$ cat src/rtl/sid_acc_bank_pkg.sv
// sid_pkg: shared defaults and types for the SID phase accumulator bank.
//
// Contents:
//   SID_ACC_W     - accumulator width (acc wraps modulo 2^SID_ACC_W)
//   SID_FREQ_W    - frequency word width, zero-extended into the accumulator
//   SID_LFSR_W    - noise shift register width
//   SID_NOISE_BIT - acc bit whose 0->1 edge clocks the noise LFSR
//   SID_TAP_A/B   - LFSR feedback taps
//   sid_acc_t, sid_freq_t, sid_lfsr_t - default-width vector types
//   sid_lfsr_ones - all-ones value of the noise register
package sid_pkg;

  localparam int SID_ACC_W     = 24;
  localparam int SID_FREQ_W    = 16;
  localparam int SID_LFSR_W    = 23;
  localparam int SID_NOISE_BIT = 19;
  localparam int SID_TAP_A     = 17;
  localparam int SID_TAP_B     = 22;

  typedef logic [SID_ACC_W-1:0]  sid_acc_t;
  typedef logic [SID_FREQ_W-1:0] sid_freq_t;
  typedef logic [SID_LFSR_W-1:0] sid_lfsr_t;

  localparam sid_lfsr_t SID_LFSR_ONES = '1;

  // Reset/test value of the noise register.
  function automatic sid_lfsr_t sid_lfsr_ones();
    return SID_LFSR_ONES;
  endfunction

endpackage

$ cat src/rtl/sid_acc_bank_if.sv
// sid_acc_bank_if: control/data bundle between the register file, the
// accumulator bank and the waveform generators.
//
// Signals:
//   clk_en   - one-cycle tick enable
//   freq     - packed per-voice increments, voice i at [i*FREQ_W +: FREQ_W]
//   test     - per-voice test bit
//   sync     - per-voice hard-sync enable
//   acc      - packed per-voice accumulators, voice i at [i*ACC_W +: ACC_W]
//   lfsr     - packed per-voice noise registers
//   sync_out - per-voice one-tick MSB-rise pulse
//
// Modports:
//   master - register file / consumer side (drives controls, reads state)
//   slave  - accumulator bank side
interface sid_acc_bank_if
  import sid_pkg::*;
#(
  parameter int VOICES = 3,
  parameter int ACC_W  = SID_ACC_W,
  parameter int FREQ_W = SID_FREQ_W,
  parameter int LFSR_W = SID_LFSR_W
);

  logic                       clk_en;
  logic [VOICES*FREQ_W-1:0]   freq;
  logic [VOICES-1:0]          test;
  logic [VOICES-1:0]          sync;
  logic [VOICES*ACC_W-1:0]    acc;
  logic [VOICES*LFSR_W-1:0]   lfsr;
  logic [VOICES-1:0]          sync_out;

  modport master (
    output clk_en, freq, test, sync,
    input  acc, lfsr, sync_out
  );

  modport slave (
    input  clk_en, freq, test, sync,
    output acc, lfsr, sync_out
  );

endinterface

$ cat src/rtl/sid_acc_bank_voice.sv
// sid_voice_acc: one SID voice phase accumulator with noise LFSR.
//
// Optional feature macro: SID_ACC_BANK_LFSR_EN
//   defined   - noise LFSR registers are built and clocked by acc[NOISE_BIT]
//   undefined - no LFSR registers; lfsr output is constant all-ones
//
// Ports:
//   clk      in  system clock
//   reset    in  asynchronous active-high reset
//   clk_en   in  tick enable; state changes only when high
//   freq     in  FREQ_W increment, zero-extended
//   test     in  test bit: clears acc, presets lfsr, suppresses sync_out
//   sync_en  in  hard-sync enable for this voice
//   sync_in  in  MSB rise of the source voice (combinational)
//   acc      out registered accumulator
//   lfsr     out registered noise register
//   rise     out combinational MSB rise from the unsynced increment
//   sync_out out registered one-tick rise pulse
module sid_voice_acc
  import sid_pkg::*;
#(
  parameter int ACC_W     = SID_ACC_W,
  parameter int FREQ_W    = SID_FREQ_W,
  parameter int LFSR_W    = SID_LFSR_W,
  parameter int NOISE_BIT = SID_NOISE_BIT,
  parameter int TAP_A     = SID_TAP_A,
  parameter int TAP_B     = SID_TAP_B
) (
  input  logic              clk,
  input  logic              reset,
  input  logic              clk_en,
  input  logic [FREQ_W-1:0] freq,
  input  logic              test,
  input  logic              sync_en,
  input  logic              sync_in,
  output logic [ACC_W-1:0]  acc,
  output logic [LFSR_W-1:0] lfsr,
  output logic              rise,
  output logic              sync_out
);

  logic [ACC_W-1:0] inc;
  logic [ACC_W-1:0] acc_next;

  assign inc = acc + ACC_W'(freq);

  // Rise is taken from the unsynced increment so the sync ring between
  // voices never closes a combinational loop.
  assign rise = ~acc[ACC_W-1] & inc[ACC_W-1];

  // Test beats sync, sync beats the normal increment.
  always_comb begin
    acc_next = inc;
    if (test) begin
      acc_next = '0;
    end else if (sync_en && sync_in) begin
      acc_next = '0;
    end
  end

  always_ff @(posedge clk or posedge reset) begin
    if (reset) begin
      acc      <= '0;
      sync_out <= 1'b0;
    end else if (clk_en) begin
      acc      <= acc_next;
      sync_out <= rise & ~test;
    end
  end

`ifdef SID_ACC_BANK_LFSR_EN
  logic [LFSR_W-1:0] lfsr_q;
  logic              noise_clk;

  // The noise register steps on a 0->1 edge of the chosen acc bit as seen
  // across the update; a sync clear can only produce 1->0, so it never steps.
  assign noise_clk = ~acc[NOISE_BIT] & acc_next[NOISE_BIT];

  always_ff @(posedge clk or posedge reset) begin
    if (reset) begin
      lfsr_q <= '1;
    end else if (clk_en) begin
      if (test) begin
        lfsr_q <= '1;
      end else if (noise_clk) begin
        lfsr_q <= {lfsr_q[LFSR_W-2:0], lfsr_q[TAP_A] ^ lfsr_q[TAP_B]};
      end
    end
  end

  assign lfsr = lfsr_q;
`else
  assign lfsr = '1;
`endif

endmodule

$ cat src/rtl/sid_acc_bank.sv
// sid_acc_bank: parametrised bank of VOICES SID phase accumulators updated
// in parallel on each clk_en tick. Voice i is hard-synced by the MSB rise
// of voice (i-1) mod VOICES; with one voice it syncs to itself.
//
// Optional feature macro: SID_ACC_BANK_LFSR_EN (noise LFSRs; when undefined
// the lfsr outputs are constant all-ones and no LFSR registers exist).
//
// Ports:
//   clk   in  system clock
//   reset in  asynchronous active-high reset
//   bus   sid_acc_bank_if.slave: clk_en, freq, test, sync in;
//         acc, lfsr, sync_out out
module sid_acc_bank
  import sid_pkg::*;
#(
  parameter int VOICES    = 3,
  parameter int ACC_W     = SID_ACC_W,
  parameter int FREQ_W    = SID_FREQ_W,
  parameter int LFSR_W    = SID_LFSR_W,
  parameter int NOISE_BIT = SID_NOISE_BIT,
  parameter int TAP_A     = SID_TAP_A,
  parameter int TAP_B     = SID_TAP_B
) (
  input  logic          clk,
  input  logic          reset,
  sid_acc_bank_if.slave bus
);

  logic [VOICES-1:0] rise;

  for (genvar i = 0; i < VOICES; i++) begin : g_voice
    localparam int SRC = (i + VOICES - 1) % VOICES;

    sid_voice_acc #(
      .ACC_W     (ACC_W),
      .FREQ_W    (FREQ_W),
      .LFSR_W    (LFSR_W),
      .NOISE_BIT (NOISE_BIT),
      .TAP_A     (TAP_A),
      .TAP_B     (TAP_B)
    ) u_voice (
      .clk      (clk),
      .reset    (reset),
      .clk_en   (bus.clk_en),
      .freq     (bus.freq[i*FREQ_W +: FREQ_W]),
      .test     (bus.test[i]),
      .sync_en  (bus.sync[i]),
      .sync_in  (rise[SRC]),
      .acc      (bus.acc[i*ACC_W +: ACC_W]),
      .lfsr     (bus.lfsr[i*LFSR_W +: LFSR_W]),
      .rise     (rise[i]),
      .sync_out (bus.sync_out[i])
    );
  end

endmodule

$ cat src/flat_wrapper.sv
// flat-port wrapper written by rule: the top's interface ports become plain ports
module sid_acc_bank_flat import sid_pkg::*;
#(
  parameter int VOICES    = 3,
  parameter int ACC_W     = SID_ACC_W,
  parameter int FREQ_W    = SID_FREQ_W,
  parameter int LFSR_W    = SID_LFSR_W,
  parameter int NOISE_BIT = SID_NOISE_BIT,
  parameter int TAP_A     = SID_TAP_A,
  parameter int TAP_B     = SID_TAP_B
)
  (clk, reset, bus_clk_en, bus_freq, bus_test, bus_sync, bus_acc, bus_lfsr, bus_sync_out);
  sid_acc_bank_if #(.VOICES(VOICES), .ACC_W(ACC_W), .FREQ_W(FREQ_W), .LFSR_W(LFSR_W)) bus_i ();
  input  logic clk;
  input  logic reset;
  input wire logic [$bits(bus_i.clk_en)-1:0] bus_clk_en;
  input wire logic [$bits(bus_i.freq)-1:0] bus_freq;
  input wire logic [$bits(bus_i.test)-1:0] bus_test;
  input wire logic [$bits(bus_i.sync)-1:0] bus_sync;
  output wire logic [$bits(bus_i.acc)-1:0] bus_acc;
  output wire logic [$bits(bus_i.lfsr)-1:0] bus_lfsr;
  output wire logic [$bits(bus_i.sync_out)-1:0] bus_sync_out;
  assign bus_i.clk_en = bus_clk_en;
  assign bus_i.freq = bus_freq;
  assign bus_i.test = bus_test;
  assign bus_i.sync = bus_sync;
  assign bus_acc = bus_i.acc;
  assign bus_lfsr = bus_i.lfsr;
  assign bus_sync_out = bus_i.sync_out;
  sid_acc_bank #(.VOICES(VOICES), .ACC_W(ACC_W), .FREQ_W(FREQ_W), .LFSR_W(LFSR_W), .NOISE_BIT(NOISE_BIT), .TAP_A(TAP_A), .TAP_B(TAP_B)) u_core (.clk(clk), .reset(reset), .bus(bus_i));
endmodule
$ cat config.mk
export PLATFORM = sky130hd
export DESIGN_NAME = sid_acc_bank_flat
export DESIGN_NICKNAME = d
export VERILOG_FILES = /design/src/rtl/sid_acc_bank_pkg.sv /design/src/rtl/sid_acc_bank_if.sv /design/src/rtl/sid_acc_bank_voice.sv /design/src/rtl/sid_acc_bank.sv /design/src/flat_wrapper.sv
export SDC_FILE = /design/constraint.sdc
export NUM_CORES = 1
export LEC_CHECK = 0
export ABC_AREA = 1
export CAP_MARGIN = 20
export CORE_AREA = 2 2 173 175
export DETAILED_ROUTE_END_ITERATION = 6
export DIE_AREA = 0 0 175 177
export SLEW_MARGIN = 20
export SYNTH_ARGS = -nofsm -noshare
export SYNTH_HDL_FRONTEND = slang
export SYNTH_SLANG_ARGS = --single-unit
$ cat constraint.sdc
create_clock -name clk -period 2.84 [get_ports clk]
set_input_delay 0.71 -clock clk [delete_from_list [all_inputs] [get_ports clk]]
set_output_delay 0.71 -clock clk [all_outputs]
set_load 0.005 [all_outputs]
==> flow_metrics.tcl <==
set metrics [dict create \
    cts_buffer_depth 2 \
    place_hpwl_mm 18.70 \
    synth_seq_area_share_pct 26.21 \
    swShare_pct 38.57 \
    grtUsageTotal_pct 15.41 \
    ff2ff_setup_slack_ns 0.42 \
    clock_power_share_pct 23.3 \
    max_stage_delay_ns 0.46 \
    synth-seq-cells 75 \
    antenna_found_initial 3 \
    report.final.slew_viol_count 0 \
    dieWidth_um 175 \
    m1WireLength_mm 11.10 \
    hold_viol_final 0 \
    avgSynthCellArea_sq_um 6.366 \
    die_height_um 177 \
    crit_arrival_ns 2.95 \
    drt_first_pass_iters 5 \
    stdcell_count 1795 \
    power_frac_seq_pct 25.3 \
    synthFlopType "dfrtp_1" \
    drc 0 \
    power_frac_comb_pct 51.4 \
    worstSetupPathDepth 16 \
    startpoint_type "primary input" \
    clk_pin_slew_worst_paths_ns 0.06 \
    cts-htree-levels 3 \
    dpl.cell_count 1770 \
    layout-drive-gt1-share_pct 20.37 \
    path_delay_family "buffers and inverters" \
    vias 7719 \
    dr_wl_met3_mm 1.233 \
    wl_mm 24.09 \
    synth-edff-count 0 \
    min_path_cells 2 \
    routed.top_layer "met4" \
    leakage_uw 0.005630 \
    critPathSlowestCell "clkdlybuf4s50_1" \
    peakVddDrop_v 0.0002990 \
    wire_per_inst_um 13.42 \
    grt_pass1_vias 7468 \
    numCtsBuffers 9 \
    io_pins 201 \
    coreArea_sq_mm 0.02924 \
    fin_crit_ns 2.716 \
    grt_first_pass_wirelength_mm 37.95 \
    crit_path_frequent_cell "nand2_1" \
    skew_ns 0.009252 \
    r2r_cells 19 \
    cts_root_buf "clkbuf_16" \
    crit_buf_inv 4 \
    cts_hold_buf 0 \
    grt_max_degree 55 \
    drt-initial-drc-count 296 \
    hold_class "flip-flop to flip-flop" \
    status "finished, final reports clean" \
    critPathRequiredTime_ns 3.07 \
    postRouteAntennaNets 0 \
    cts_sinks 75 \
    critical_path.max_fanout 8 \
    fmax_ghz 0.3682 \
    gr-total-overflow 0 \
    insertion_delay_ns 0.35 \
    async_flop_share_pct 100.0 \
    path_class "primary input to flip-flop" \
    endpoint_kind "flip-flop" \
    path_cells "clkdlybuf4s50_1, ha_4, nand2_1, inv_2, nand2_1, nand2_1, nand2_1, nand2_1, nand2_2, a31oi_4, ha_2, nand2_1, nand3_2, clkinv_4, buf_4, a32o_1" \
    cts_tree "built" \
    portBuffers 131 \
    cellInternalPower_uw 3579 \
    via_per_inst 4.300 \
    hold_ws_ns 0.4829 \
    setup_viol 0 \
    synth_top_area_share_pct 26.21 \
    cap_violations 0 \
    timing.final.crit_share_pct 95.64 \
    die-area_sq_mm 0.03098 \
    power_density_mw_per_mm2 541.4 \
    switching_power_uw 2247 \
    gp_congestion 0.9288 \
    yosysTopAreaCell "dfrtp_1" \
    synth.distinct_cells 40 \
    initial_core_util_pct 24.49 \
    nNetsFinal 1511 \
    synth-warning-count 0 \
    netlist_instances 1125 \
    synth_area_leaders "dfrtp_1 (26%), nand2_1 (21%), ha_1 (8.9%), buf_4 (8.0%), inv_1 (7.8%)" \
    syn_area_sq_mm 0.007162 \
    synthToLayoutAreaGrowth_pct 50.23 \
    num_rows 63 \
    routed-wl-met2_mm 11.31 \
]
## power by group through the flow
stage	Clock (uW)	Combinational [uW]	Sequential [uW]
global route	1440	3360	1500
finish	1360	2990	1470
CTS	1400	2850	1440
detailed placement	0	2770	1430
floorplan	0	1460	1400
global placement	0	2740	1440
## tightest hold or removal path, stage by stage, from the launching register on
cell	delay (ns)
dfrtp_1	0.34
nand2_1	0.06
nand2_1	0.05
## Yosys cell counts, types with 2 or more instances
master / number
nand2_2: 14
nand3_1: 69
a32o_1: 3
inv_2: 7
a21oi_1: 47
fa_1: 3
ha_1: 51
dfrtp_1: 75
buf_2: 4
buf_4: 76
or2_1: 2
a21oi_2: 4
nand3_2: 5
o21ai_1: 13
or2_2: 3
nand4_1: 10
o22ai_1: 4
nand2_1: 407
nand3b_1: 3
o21ai_0: 43
nor2_1: 82
o21bai_1: 6
inv_1: 148
nor3_1: 3
a22o_1: 5
a31oi_1: 3
clkbuf_1: 5
nor2_2: 14
nor3_2: 5
## cells in the final DEF, fill, tap and decap left out, drive strengths merged, types with 4 or more instances in the layout
| cell type | netlist | routed |
|---|---|---|
| nor3 | 8 | 8 |
| conb | 1 | 69 |
| a22o | 5 | 5 |
| nand3 | 74 | 74 |
| clkdlybuf4s50 | 0 | 105 |
| o21bai | 7 | 7 |
| clkbuf | 5 | 9 |
| dfrtp | 75 | 75 |
| buf | 80 | 150 |
| a21oi | 51 | 51 |
| dlygate4sd2 | 0 | 10 |
| or2 | 5 | 5 |
| nand4 | 11 | 11 |
| ha | 51 | 51 |
| inv | 155 | 153 |
| nand2 | 421 | 421 |
| clkinv | 0 | 5 |
| o22ai | 4 | 4 |
| dlymetal6s2s | 0 | 16 |
| nor2 | 97 | 97 |
| o21ai | 57 | 57 |
## flip-flops by register name (all words and copies together) (netlist names)
signal and cells:
u_core.g_voice.u_voice.acc 72, u_core.g_voice.u_voice.sync_out 3
## per-layer routing
metal  track usage (%)  up-vias
li1                  -     3970
met1             20.14     3530
met2             25.77      192
met3             3.200       27
met4             4.201        0
met5                 0        -
## area by class of cell
cell class / instances / area [sq um]
Timing Repair Buffer: 281 / 2537
Clock inverter: 6 / 105.1
Fill cell: 3088 / 18490
Antenna cell: 1 / 2.502
Clock buffer: 9 / 225.2
Multi-Input combinational cell: 878 / 4926
Sequential cell: 75 / 1877
Inverter: 155 / 598.1
Tap cell: 390 / 488.0
## metrics by stage
stage	total power [uW]	setup TNS, ns	utilization, %	area [sq um]	worst slack [ns]
6_report	5825	0	36.79	10760	0.1239
5_1_grt	6303	-0.01989	36.78	10760	-0.01188
3_5_place_dp	4200	-21.88	33.14	9692	-0.4050
4_1_cts	5691	0	35.07	10250	0.009730
3_3_place_gp	4176	-19.17	33.14	9692	-0.3693
2_1_floorplan	2861	0	-	7417	0.2200
## what timing repair did
item,CTS,global route
setup buffers,4,5
pin swaps,7,20
setup endpoints to repair,16,53
endpoints found under the hold margin,0,0
gates resized for setup,40,80
## path summary, 6_finish.rpt
path | from | end
worst max-delay path | bus_freq[6] | u_core.g_voice[1].u_voice.acc[2]$_DFFE_PP0P_
worst min-delay path | u_core.g_voice[1].u_voice.sync_out$_DFFE_PP0P_ | u_core.g_voice[1].u_voice.sync_out$_DFFE_PP0P_
worst max register to register | u_core.g_voice[1].u_voice.acc[14]$_DFFE_PP0P_ | u_core.g_voice[2].u_voice.acc[8]$_DFFE_PP0P_
worst min register to register | u_core.g_voice[1].u_voice.sync_out$_DFFE_PP0P_ | u_core.g_voice[1].u_voice.sync_out$_DFFE_PP0P_
max in group asynchronous | reset | u_core.g_voice[0].u_voice.acc[8]$_DFFE_PP0P_
min in group asynchronous | reset | u_core.g_voice[0].u_voice.acc[3]$_DFFE_PP0P_
## cells by family (layout without fill, tap and decap cells)
family / count (synthesis) / count (layout) / share of synthesized area (%)
AND/OR/NAND/NOR: 621 / 621 / 36.64
buffers and inverters: 240 / 451 / 16.63
AO/OA/AOI/OAI: 133 / 133 / 10.60
flip-flops: 75 / 75 / 26.21
adder cells (fa/ha/maj): 54 / 54 / 9.748
other: 1 / 70 / 0.05236
XOR/XNOR: 1 / 1 / 0.1223
(Power assumes the default switching activity.)
